File: config.mk
export PLATFORM = sky130hd
export DESIGN_NAME = nibble_serial_add_ctrl_flat
export DESIGN_NICKNAME = d
export VERILOG_FILES = /design/src/rtl/nibble_serial_add_if.sv /design/src/rtl/nibble_serial_add_ctrl.sv /design/src/flat_wrapper.sv
export SDC_FILE = /design/constraint.sdc
export NUM_CORES = 1
export LEC_CHECK = 0
export CAP_MARGIN = 5
export CORE_ASPECT_RATIO = 0.6
export CORE_MARGIN = 4
export CORE_UTILIZATION = 47
export DETAILED_ROUTE_END_ITERATION = 12
export PLACE_DENSITY = 0.79
export RECOVER_POWER = 100
export SYNTH_ARGS = -nofsm -noshare
export SYNTH_HDL_FRONTEND = slang
export SYNTH_SLANG_ARGS = --single-unit
File: constraint.sdc
create_clock -name clk -period 2.38 [get_ports clk]
set_input_delay 0.357 -clock clk [delete_from_list [all_inputs] [get_ports clk]]
set_output_delay 0.357 -clock clk [all_outputs]
set_load 0.01 [all_outputs]
File: src/rtl/nibble_serial_add_if.sv
// rtl/nibble_serial_add_if.sv - requester handshake plus adder-slice bus for the nibble-serial add controller
interface nibble_serial_add_if #(
  parameter int NIBBLES = 4
) ();
  localparam int W = 4 * NIBBLES;

  logic         start;
  logic [W-1:0] a;
  logic [W-1:0] b;
  logic         ci;
  logic         ready;
  logic         busy;
  logic         done;
  logic [W-1:0] sum;
  logic         co;
  logic         ovf;
  logic [3:0]   add_a;
  logic [3:0]   add_b;
  logic         add_ci;
  logic [3:0]   add_s;
  logic         add_co;

  // Master is everything around the controller: the requester and the shared slice.
  modport master (
    output start, a, b, ci, add_s, add_co,
    input  ready, busy, done, sum, co, ovf, add_a, add_b, add_ci
  );

  modport slave (
    input  start, a, b, ci, add_s, add_co,
    output ready, busy, done, sum, co, ovf, add_a, add_b, add_ci
  );
endinterface

File: src/rtl/nibble_serial_add_ctrl.sv
// rtl/nibble_serial_add_ctrl.sv - W-bit add sequenced one nibble per clock through an external 4-bit slice
module nibble_serial_add_ctrl #(
  parameter int NIBBLES = 4
) (
  input  logic                clk,
  input  logic                rst,
  nibble_serial_add_if.slave  bus
);
  localparam int W    = 4 * NIBBLES;
  localparam int IDXW = (NIBBLES > 1) ? $clog2(NIBBLES) : 1;
  localparam logic [IDXW-1:0] LAST_IDX = IDXW'(NIBBLES - 1);

  typedef enum logic [1:0] {
    S_IDLE = 2'd0,
    S_RUN  = 2'd1,
    S_DONE = 2'd2
  } state_t;

  state_t          state_q, state_d;
  logic [IDXW-1:0] idx_q, idx_d;
  logic            carry_q, carry_d;
  logic [W-1:0]    a_q, a_d;
  logic [W-1:0]    b_q, b_d;
  logic [W-1:0]    sum_q, sum_d;
  logic            co_q, co_d;
  logic            ovf_q, ovf_d;
  logic            ready_q, ready_d;
  logic            busy_q, busy_d;
  logic            done_q, done_d;
  logic [3:0]      nib_a, nib_b;

  always_comb begin
    nib_a   = a_q[{idx_q, 2'b00} +: 4];
    nib_b   = b_q[{idx_q, 2'b00} +: 4];
    state_d = state_q;
    idx_d   = idx_q;
    carry_d = carry_q;
    a_d     = a_q;
    b_d     = b_q;
    sum_d   = sum_q;
    co_d    = co_q;
    ovf_d   = ovf_q;

    case (state_q)
      S_IDLE, S_DONE: begin
        if (bus.start) begin
          a_d     = bus.a;
          b_d     = bus.b;
          carry_d = bus.ci;
          idx_d   = '0;
          sum_d   = '0;
          co_d    = 1'b0;
          ovf_d   = 1'b0;
          state_d = S_RUN;
        end else begin
          state_d = S_IDLE;
        end
      end
      S_RUN: begin
        sum_d[{idx_q, 2'b00} +: 4] = bus.add_s;
        carry_d = bus.add_co;
        idx_d   = idx_q + IDXW'(1);
        if (idx_q == LAST_IDX) begin
          // Top slice's sum bit is the result sign; overflow when like-signed operands flip it.
          co_d    = bus.add_co;
          ovf_d   = (a_q[W-1] == b_q[W-1]) && (bus.add_s[3] != a_q[W-1]);
          idx_d   = '0;
          state_d = S_DONE;
        end
      end
      default: begin
        state_d = S_IDLE;
      end
    endcase

    // Status flags are registered copies of the next state, so they line up with state_q.
    ready_d = (state_d == S_IDLE) || (state_d == S_DONE);
    busy_d  = (state_d == S_RUN);
    done_d  = (state_d == S_DONE);
  end

  always_ff @(posedge clk) begin
    if (rst) begin
      state_q <= S_IDLE;
      idx_q   <= '0;
      carry_q <= 1'b0;
      a_q     <= '0;
      b_q     <= '0;
      sum_q   <= '0;
      co_q    <= 1'b0;
      ovf_q   <= 1'b0;
      ready_q <= 1'b1;
      busy_q  <= 1'b0;
      done_q  <= 1'b0;
    end else begin
      state_q <= state_d;
      idx_q   <= idx_d;
      carry_q <= carry_d;
      a_q     <= a_d;
      b_q     <= b_d;
      sum_q   <= sum_d;
      co_q    <= co_d;
      ovf_q   <= ovf_d;
      ready_q <= ready_d;
      busy_q  <= busy_d;
      done_q  <= done_d;
    end
  end

  assign bus.ready  = ready_q;
  assign bus.busy   = busy_q;
  assign bus.done   = done_q;
  assign bus.sum    = sum_q;
  assign bus.co     = co_q;
  assign bus.ovf    = ovf_q;
  assign bus.add_a  = busy_q ? nib_a : 4'd0;
  assign bus.add_b  = busy_q ? nib_b : 4'd0;
  assign bus.add_ci = busy_q ? carry_q : 1'b0;
endmodule

File: src/flat_wrapper.sv
// flat-port wrapper written by rule: the top's interface ports become plain ports
module nibble_serial_add_ctrl_flat 
#(
  parameter int NIBBLES = 4
)
  (clk, rst, bus_start, bus_a, bus_b, bus_ci, bus_add_s, bus_add_co, bus_ready, bus_busy, bus_done, bus_sum, bus_co, bus_ovf, bus_add_a, bus_add_b, bus_add_ci);
  nibble_serial_add_if #(.NIBBLES(NIBBLES)) bus_i ();
  input  logic clk;
  input  logic rst;
  input wire logic [$bits(bus_i.start)-1:0] bus_start;
  input wire logic [$bits(bus_i.a)-1:0] bus_a;
  input wire logic [$bits(bus_i.b)-1:0] bus_b;
  input wire logic [$bits(bus_i.ci)-1:0] bus_ci;
  input wire logic [$bits(bus_i.add_s)-1:0] bus_add_s;
  input wire logic [$bits(bus_i.add_co)-1:0] bus_add_co;
  output wire logic [$bits(bus_i.ready)-1:0] bus_ready;
  output wire logic [$bits(bus_i.busy)-1:0] bus_busy;
  output wire logic [$bits(bus_i.done)-1:0] bus_done;
  output wire logic [$bits(bus_i.sum)-1:0] bus_sum;
  output wire logic [$bits(bus_i.co)-1:0] bus_co;
  output wire logic [$bits(bus_i.ovf)-1:0] bus_ovf;
  output wire logic [$bits(bus_i.add_a)-1:0] bus_add_a;
  output wire logic [$bits(bus_i.add_b)-1:0] bus_add_b;
  output wire logic [$bits(bus_i.add_ci)-1:0] bus_add_ci;
  assign bus_i.start = bus_start;
  assign bus_i.a = bus_a;
  assign bus_i.b = bus_b;
  assign bus_i.ci = bus_ci;
  assign bus_i.add_s = bus_add_s;
  assign bus_i.add_co = bus_add_co;
  assign bus_ready = bus_i.ready;
  assign bus_busy = bus_i.busy;
  assign bus_done = bus_i.done;
  assign bus_sum = bus_i.sum;
  assign bus_co = bus_i.co;
  assign bus_ovf = bus_i.ovf;
  assign bus_add_a = bus_i.add_a;
  assign bus_add_b = bus_i.add_b;
  assign bus_add_ci = bus_i.add_ci;
  nibble_serial_add_ctrl #(.NIBBLES(NIBBLES)) u_core (.clk(clk), .rst(rst), .bus(bus_i));
endmodule
# Word-level counts from Yosys, hierarchy flattened
# Index checks and enable logic that the tools add are counted.
[word_totals]
reg_bits = 58
elab_cells = 54
[classes]
addsub = 2
n_shift = 4
reduce_logical = 9
n_eq_ne = 9
muxes = 19
[ops]
columns = ["operator", "count"]
rows = [
  ["one-hot mux 16 bit (2 select lines)", 1],
  ["indexed part select 16 x 5 -> 4 bit", 2],
  ["bitwise mux 16 bit", 1],
  ["2-to-1 mux 16 bit", 1],
  ["variable shift 4 x 6 -> 16 bit, first input constant", 1],
  ["indexed part select 4 x 6 -> 16 bit", 1],
  ["2-to-1 mux 4 bit", 2],
  ["one-hot mux 2 bit (2 select lines)", 2],
  ["== test 2 bit, second input constant", 3],
  ["2-to-1 mux 1 bit", 6],
  ["2-to-1 mux 2 bit", 3],
  ["negator 4 -> 6 bit", 1],
  ["one-hot mux 1 bit (2 select lines)", 3],
  ["== test 2 x 1 -> 1 bit, second input constant", 2],
  ["logical NOT 2 bit", 2],
  ["AND reduction 2 bit", 2],
  ["AND reduction 3 bit", 1],
  ["adder 2 x 1 -> 2 bit, second input constant", 1],
  ["inequality test 2 x 1 -> 1 bit, second input constant", 1],
  ["inequality test 2 bit, second input constant", 1],
  ["nonzero test 2 bit", 1],
  ["OR reduction 2 bit", 1],
  ["== test 1 bit", 1],
  ["logical AND 1 bit", 1],
  ["2 further kinds", 2],
]

# Logic depth before layout (Yosys ltp)
# Gate-level depths: netlist (run 1).
[depth]
depth_word = 5
depth_mapped = 7
depth_no_buf = 5

# Worst setup path before layout (run 1)
# OpenSTA, ideal clock, no wires.
[synth_path]
kind = "register to register"
startpoint = "register u_core.idx_q[1]"
endpoint = "register u_core.sum_q[4], in the netlist u_core.bus.sum[4]"
arrival_time_ps = 1806
path_stages_with_launch = 7
synth_period_minus_slack_ps = 1923
path_slack_ps = 457
path_cell_list = "dfxtp_1 > clkbuf_1 > inv_1 > ha_1 > and4bb_2 > and3_2 > a22o_1"
[synth_between]
elab_chain_cells = 4
word_cells_on_any_way = 5
[synth_lines]
columns = ["item", "line_no", "rtl"]
rows = [
  ["from (decl)", "nibble_serial_add_ctrl.sv:20", "logic [IDXW-1:0] idx_q, idx_d;"],
  ["from (signal assigned)", "nibble_serial_add_ctrl.sv:97", "idx_q <= idx_d;"],
  ["negator 4 -> 6 bit (*)", "nibble_serial_add_ctrl.sv:60", "sum_d[{idx_q, 2'b00} +: 4] = bus.add_s;"],
  ["indexed part select 4 x 6 -> 16 bit or variable shift 4 x 6 -> 16 bit (tied branches)", "nibble_serial_add_ctrl.sv:60", ""],
  ["bitwise mux 16 bit (*)", "nibble_serial_add_ctrl.sv:60", ""],
  ["one-hot mux 16 bit (2 select lines) (*)", "nibble_serial_add_ctrl.sv:44", "case (state_q)"],
  ["to (signal assigned)", "nibble_serial_add_ctrl.sv:101", "sum_q <= sum_d;"],
  ["to (decl)", "nibble_serial_add_ctrl.sv:24", "logic [W-1:0] sum_q, sum_d;"],
]
# Every way passes the cells marked *; elsewhere a longest branch is shown, timed or not.
# A chain may end at the register's enable or synchronous reset.

# Worst setup path in the final report (run 1)
[layout_path]
startpoint = "register u_core.idx_q[0]"
endpoint = "output bus_add_b[2]"
[layout_between]
elab_chain_cells = 2
[layout_lines]
columns = ["item", "line_no", "rtl"]
rows = [
  ["indexed part select 16 x 5 -> 4 bit", "nibble_serial_add_ctrl.sv:34", "nib_b = b_q[{idx_q, 2'b00} +: 4];"],
  ["2-to-1 mux 4 bit", "nibble_serial_add_ctrl.sv:117", "assign bus.add_b = busy_q ? nib_b : 4'd0;"],
  ["to (decl)", "flat_wrapper.sv:23", "output wire logic [$bits(bus_i.add_b)-1:0] bus_add_b;"],
]
# No other way between the ends.

==> results of run 1 <==
power groups by stage:
stage	clock, mW	combinational [mW]	sequential, mW
6_report	0.911	0.283	1.04
5_1_grt	0.987	0.312	1.05
2_1_floorplan	0	0.176	1.06
3_5_place_dp	0	0.296	1.07
4_1_cts	0.928	0.301	1.04
3_3_place_gp	0	0.290	1.06
flip-flops by register name, summed over array words and instances, names as in the netlist:
register          count
u_core.bus.ovf        1
u_core.bus.busy       1
u_core.bus.sum       16
u_core.carry_q        1
u_core.b_q           16
u_core.bus.co         1
u_core.bus.ready      1
u_core.state_q        2
u_core.a_q           16
u_core.bus.done       1
u_core.idx_q          2
per-layer routing:
metal	vias to the layer above	track usage
met4	0	0.05970
met2	77	0.2956
met3	6	0.07306
li1	1031	-
met5	-	0
met1	989	0.2660
path summary, 6_finish.rpt:
kind / startpoint / end / slack (ns) / depth (start not counted)
worst max-delay path: u_core.idx_q[0]$_SDFFE_PP0P_ / bus_add_b[2] / 0.07 / 4
worst min-delay path: u_core.b_q[8]$_SDFFE_PP0P_ / u_core.b_q[8]$_SDFFE_PP0P_ / 0.45 / 2
worst max register to register: u_core.idx_q[0]$_SDFFE_PP0P_ / u_core.bus.sum[1]$_SDFFE_PP0P_ / 0.24 / 6
worst min register to register: u_core.b_q[8]$_SDFFE_PP0P_ / u_core.b_q[8]$_SDFFE_PP0P_ / 0.45 / 2
cell type report:
type	instances	area, µm²
Clock buffer	11	151.4
Inverter	2	7.507
Timing Repair Buffer	79	760.7
Clock inverter	5	52.55
Tap cell	66	82.58
Sequential cell	58	1161
Multi-Input combinational cell	177	1150
Fill cell	428	1689
kinds of logic after synthesis:
family          after synthesis
flops                        58
compound gates               62
simple gates                102
buf+inv                      18
mux                           8
fa+ha+maj                     5
worst min-delay path, stage by stage (launching register included):
cell and delay (ns):
dfxtp_1 0.30, nand2_1 0.05, a21oi_1 0.05
through the flow:
stage          instance area [µm²]  utilization  std cells
4_1_cts                       3396       0.6718        398
3_3_place_gp                  3183       0.6297        381
6_report                      3366       0.6658        398
5_1_grt                       3366       0.6658        398
3_5_place_dp                  3183       0.6297        381
2_1_floorplan                 2452            -        253
layout by cell type (no fill, tap or decap), types with 2 or more instances in the layout:
cell | netlist | layout
nand2_1 | 67 | 67
dfxtp_1 | 58 | 58
clkdlybuf4s50_1 | 0 | 40
a21oi_1 | 36 | 36
dlygate4sd3_1 | 0 | 22
a22o_1 | 16 | 16
clkbuf_8 | 0 | 11
and2_1 | 9 | 5
nor2b_1 | 4 | 5
nor2_1 | 5 | 5
ha_1 | 5 | 5
mux4_2 | 4 | 4
and2_0 | 0 | 4
mux4_1 | 4 | 4
dlymetal6s2s_1 | 0 | 4
buf_4 | 5 | 4
a211oi_1 | 3 | 3
nand3_1 | 3 | 3
clkinv_2 | 0 | 3
clkbuf_1 | 3 | 3
inv_1 | 2 | 2
nor4b_1 | 1 | 2
nand3b_1 | 2 | 2
o21ba_2 | 2 | 2
dlygate4sd2_1 | 0 | 2
repair_timing:
item	in CTS	in global routing
hold buffers	0	0
gates cloned	0	0
buffers inserted	1	0
gates resized for setup	3	5
endpoints found under the setup margin	4	5
==> flow_metrics.py, run 1 <==
metrics = {
    "status": {
        "status": "finished clean",
    },
    "setup_path": {
        "critical_path_arrival_ns": 1.95,
        "worstSetupEndpointType": "primary output",
        "cp.required_ns": 2.02,
        "cp_top_family": "buffers and inverters",
        "crit_fanout": 7,
        "crit_slowest_cell": "mux4_2",
        "path_cells": "buf_6, mux4_2, and2_0, clkdlybuf4s50_1",
        "cp_slowest_stage_delay_ns": 0.49,
        "startpoint_type": "flop",
        "crit_type": "flop to primary output",
        "crit_buf_inv": 2,
    },
    "timing": {
        "finalSetupViolCount": 0,
        "clock_skew_ns": 0.01044,
        "finalHoldViolCount": 0,
        "period_share": 0.9706,
        "final.setup.tns_ns": 0,
        "worst_slew_pin_slew_ns": 0.7687,
        "worst_slack_ns": 0.06991,
        "relSlewSlack": 0.4865,
        "clock.fmax_ghz": 0.4329,
        "drv_slew": 0,
        "hold-worst-slack_ns": 0.4503,
        "rsz0062_at_grt": "no",
        "finalCriticalPeriod_ns": 2.310,
    },
    "yosys": {
        "syn_nets": 299,
        "synthXorXnorAreaFrac": 0,
        "synth.distinct_cells": 38,
        "synthMostInstantiatedCell": "nand2_1",
        "synth-adder-area-share": 0.02551,
        "ys_ff_latch": 58,
        "synth_top_family_by_area": "simple AND/OR/NAND/NOR gates",
        "synth_compound_area_frac": 0.1633,
        "synth_mux_area_frac": 0.07959,
        "yosysWarnings": 0,
        "yosysSeqAreaShare": 0.4735,
        "synth_edf_count": 0,
        "yosys-top-cells-count": "67 x nand2_1, 58 x dfxtp_1, 36 x a21oi_1, 16 x a22o_1, 9 x and2_1",
        "ys.flop_type": "dfxtp_1",
        "synth_top_area_frac": 0.4735,
        "syn_area_um2": 2452,
        "synth_top_cell_by_area": "dfxtp_1",
        "ys_async_sr_fraction": 0,
        "synth_area_per_cell_um2": 9.693,
        "netlist_instances": 253,
        "yosys.area_share.simple": 0.2112,
        "synthTopCellsByArea": "dfxtp_1 47%, nand2_1 10%, a21oi_1 7.3%, a22o_1 5.7%, mux4_1 4.3%",
    },
    "power_and_ir_drop": {
        "netSwitchingFraction": 0.2412,
        "p_sw_uw": 539.9,
        "internal_power_mw": 1.698,
        "powerDensity_nw_per_um2": 665.0,
        "clkPwrFrac": 0.407,
        "power_mw": 2.238,
        "pwr-share-comb": 0.127,
        "p_leak_nw": 1.420,
        "p_seq_frac": 0.466,
        "vdd_drop_max_v": 0.0003424,
    },
    "drt": {
        "top_layer": "met4",
        "ant_nets": 0,
        "drt_wl_total_um": 5894,
        "dr.pass1.iters": 4,
        "first_iter_violations": 107,
        "wl_per_cell_um": 14.81,
        "vias": 2103,
        "via_per_inst": 5.284,
        "dr_wl_met2_um": 2616,
        "dr_wl_met3_um": 521,
        "met1_length_um": 2711,
        "drc": 0,
    },
    "grt": {
        "grt_max_degree": 35,
        "track_usage": 0.1976,
        "grt_pass1_wl_um": 9777,
        "grt_overflow": 0,
        "grt_pass1_vias": 2044,
        "antenna_found_initial": 0,
    },
    "clocking": {
        "clock_path_buffers": 2,
        "htree_num_levels": 3,
        "clkTransAtPathRegs_ns": 0.06,
        "clock_latency_ns": 0.34,
        "root_buffer": "clkbuf_8",
        "clock_sinks": 58,
        "cts_buffers": 9,
        "cts_tree": "done",
    },
    "final_layout": {
        "antenna_cells": 0,
        "syn_to_final_growth_pct": 37.24,
        "final_nets": 373,
        "drive_above_1_share": 0.1054,
    },
    "floorplan": {
        "std_cell_rows": 20,
        "core_um2": 5055,
        "fp.dieW_um": 101.3,
        "dieArea_um2": 6475,
        "dieHeight_um": 63.95,
        "ios": 71,
        "start_util": 0.4851,
    },
    "hold_path": {
        "hp-class": "flop to flop",
    },
    "placed_design": {
        "place_worst_setup_slack_ns": 0.3234,
        "gp_congestion": 0.7836,
        "hpwl_um": 4350,
        "io_buffer_count": 70,
    },
    "run": {
        "cap_violations": 0,
    },
}
Power figures use the tool's default switching activity.
==> run 2, diff against run 1 <==
Settings changed: CTS_CLUSTER_DIAMETER from default to 120.
==> results of run 2 <==
Final layout, timing and power as in run 1 (identical DEF).
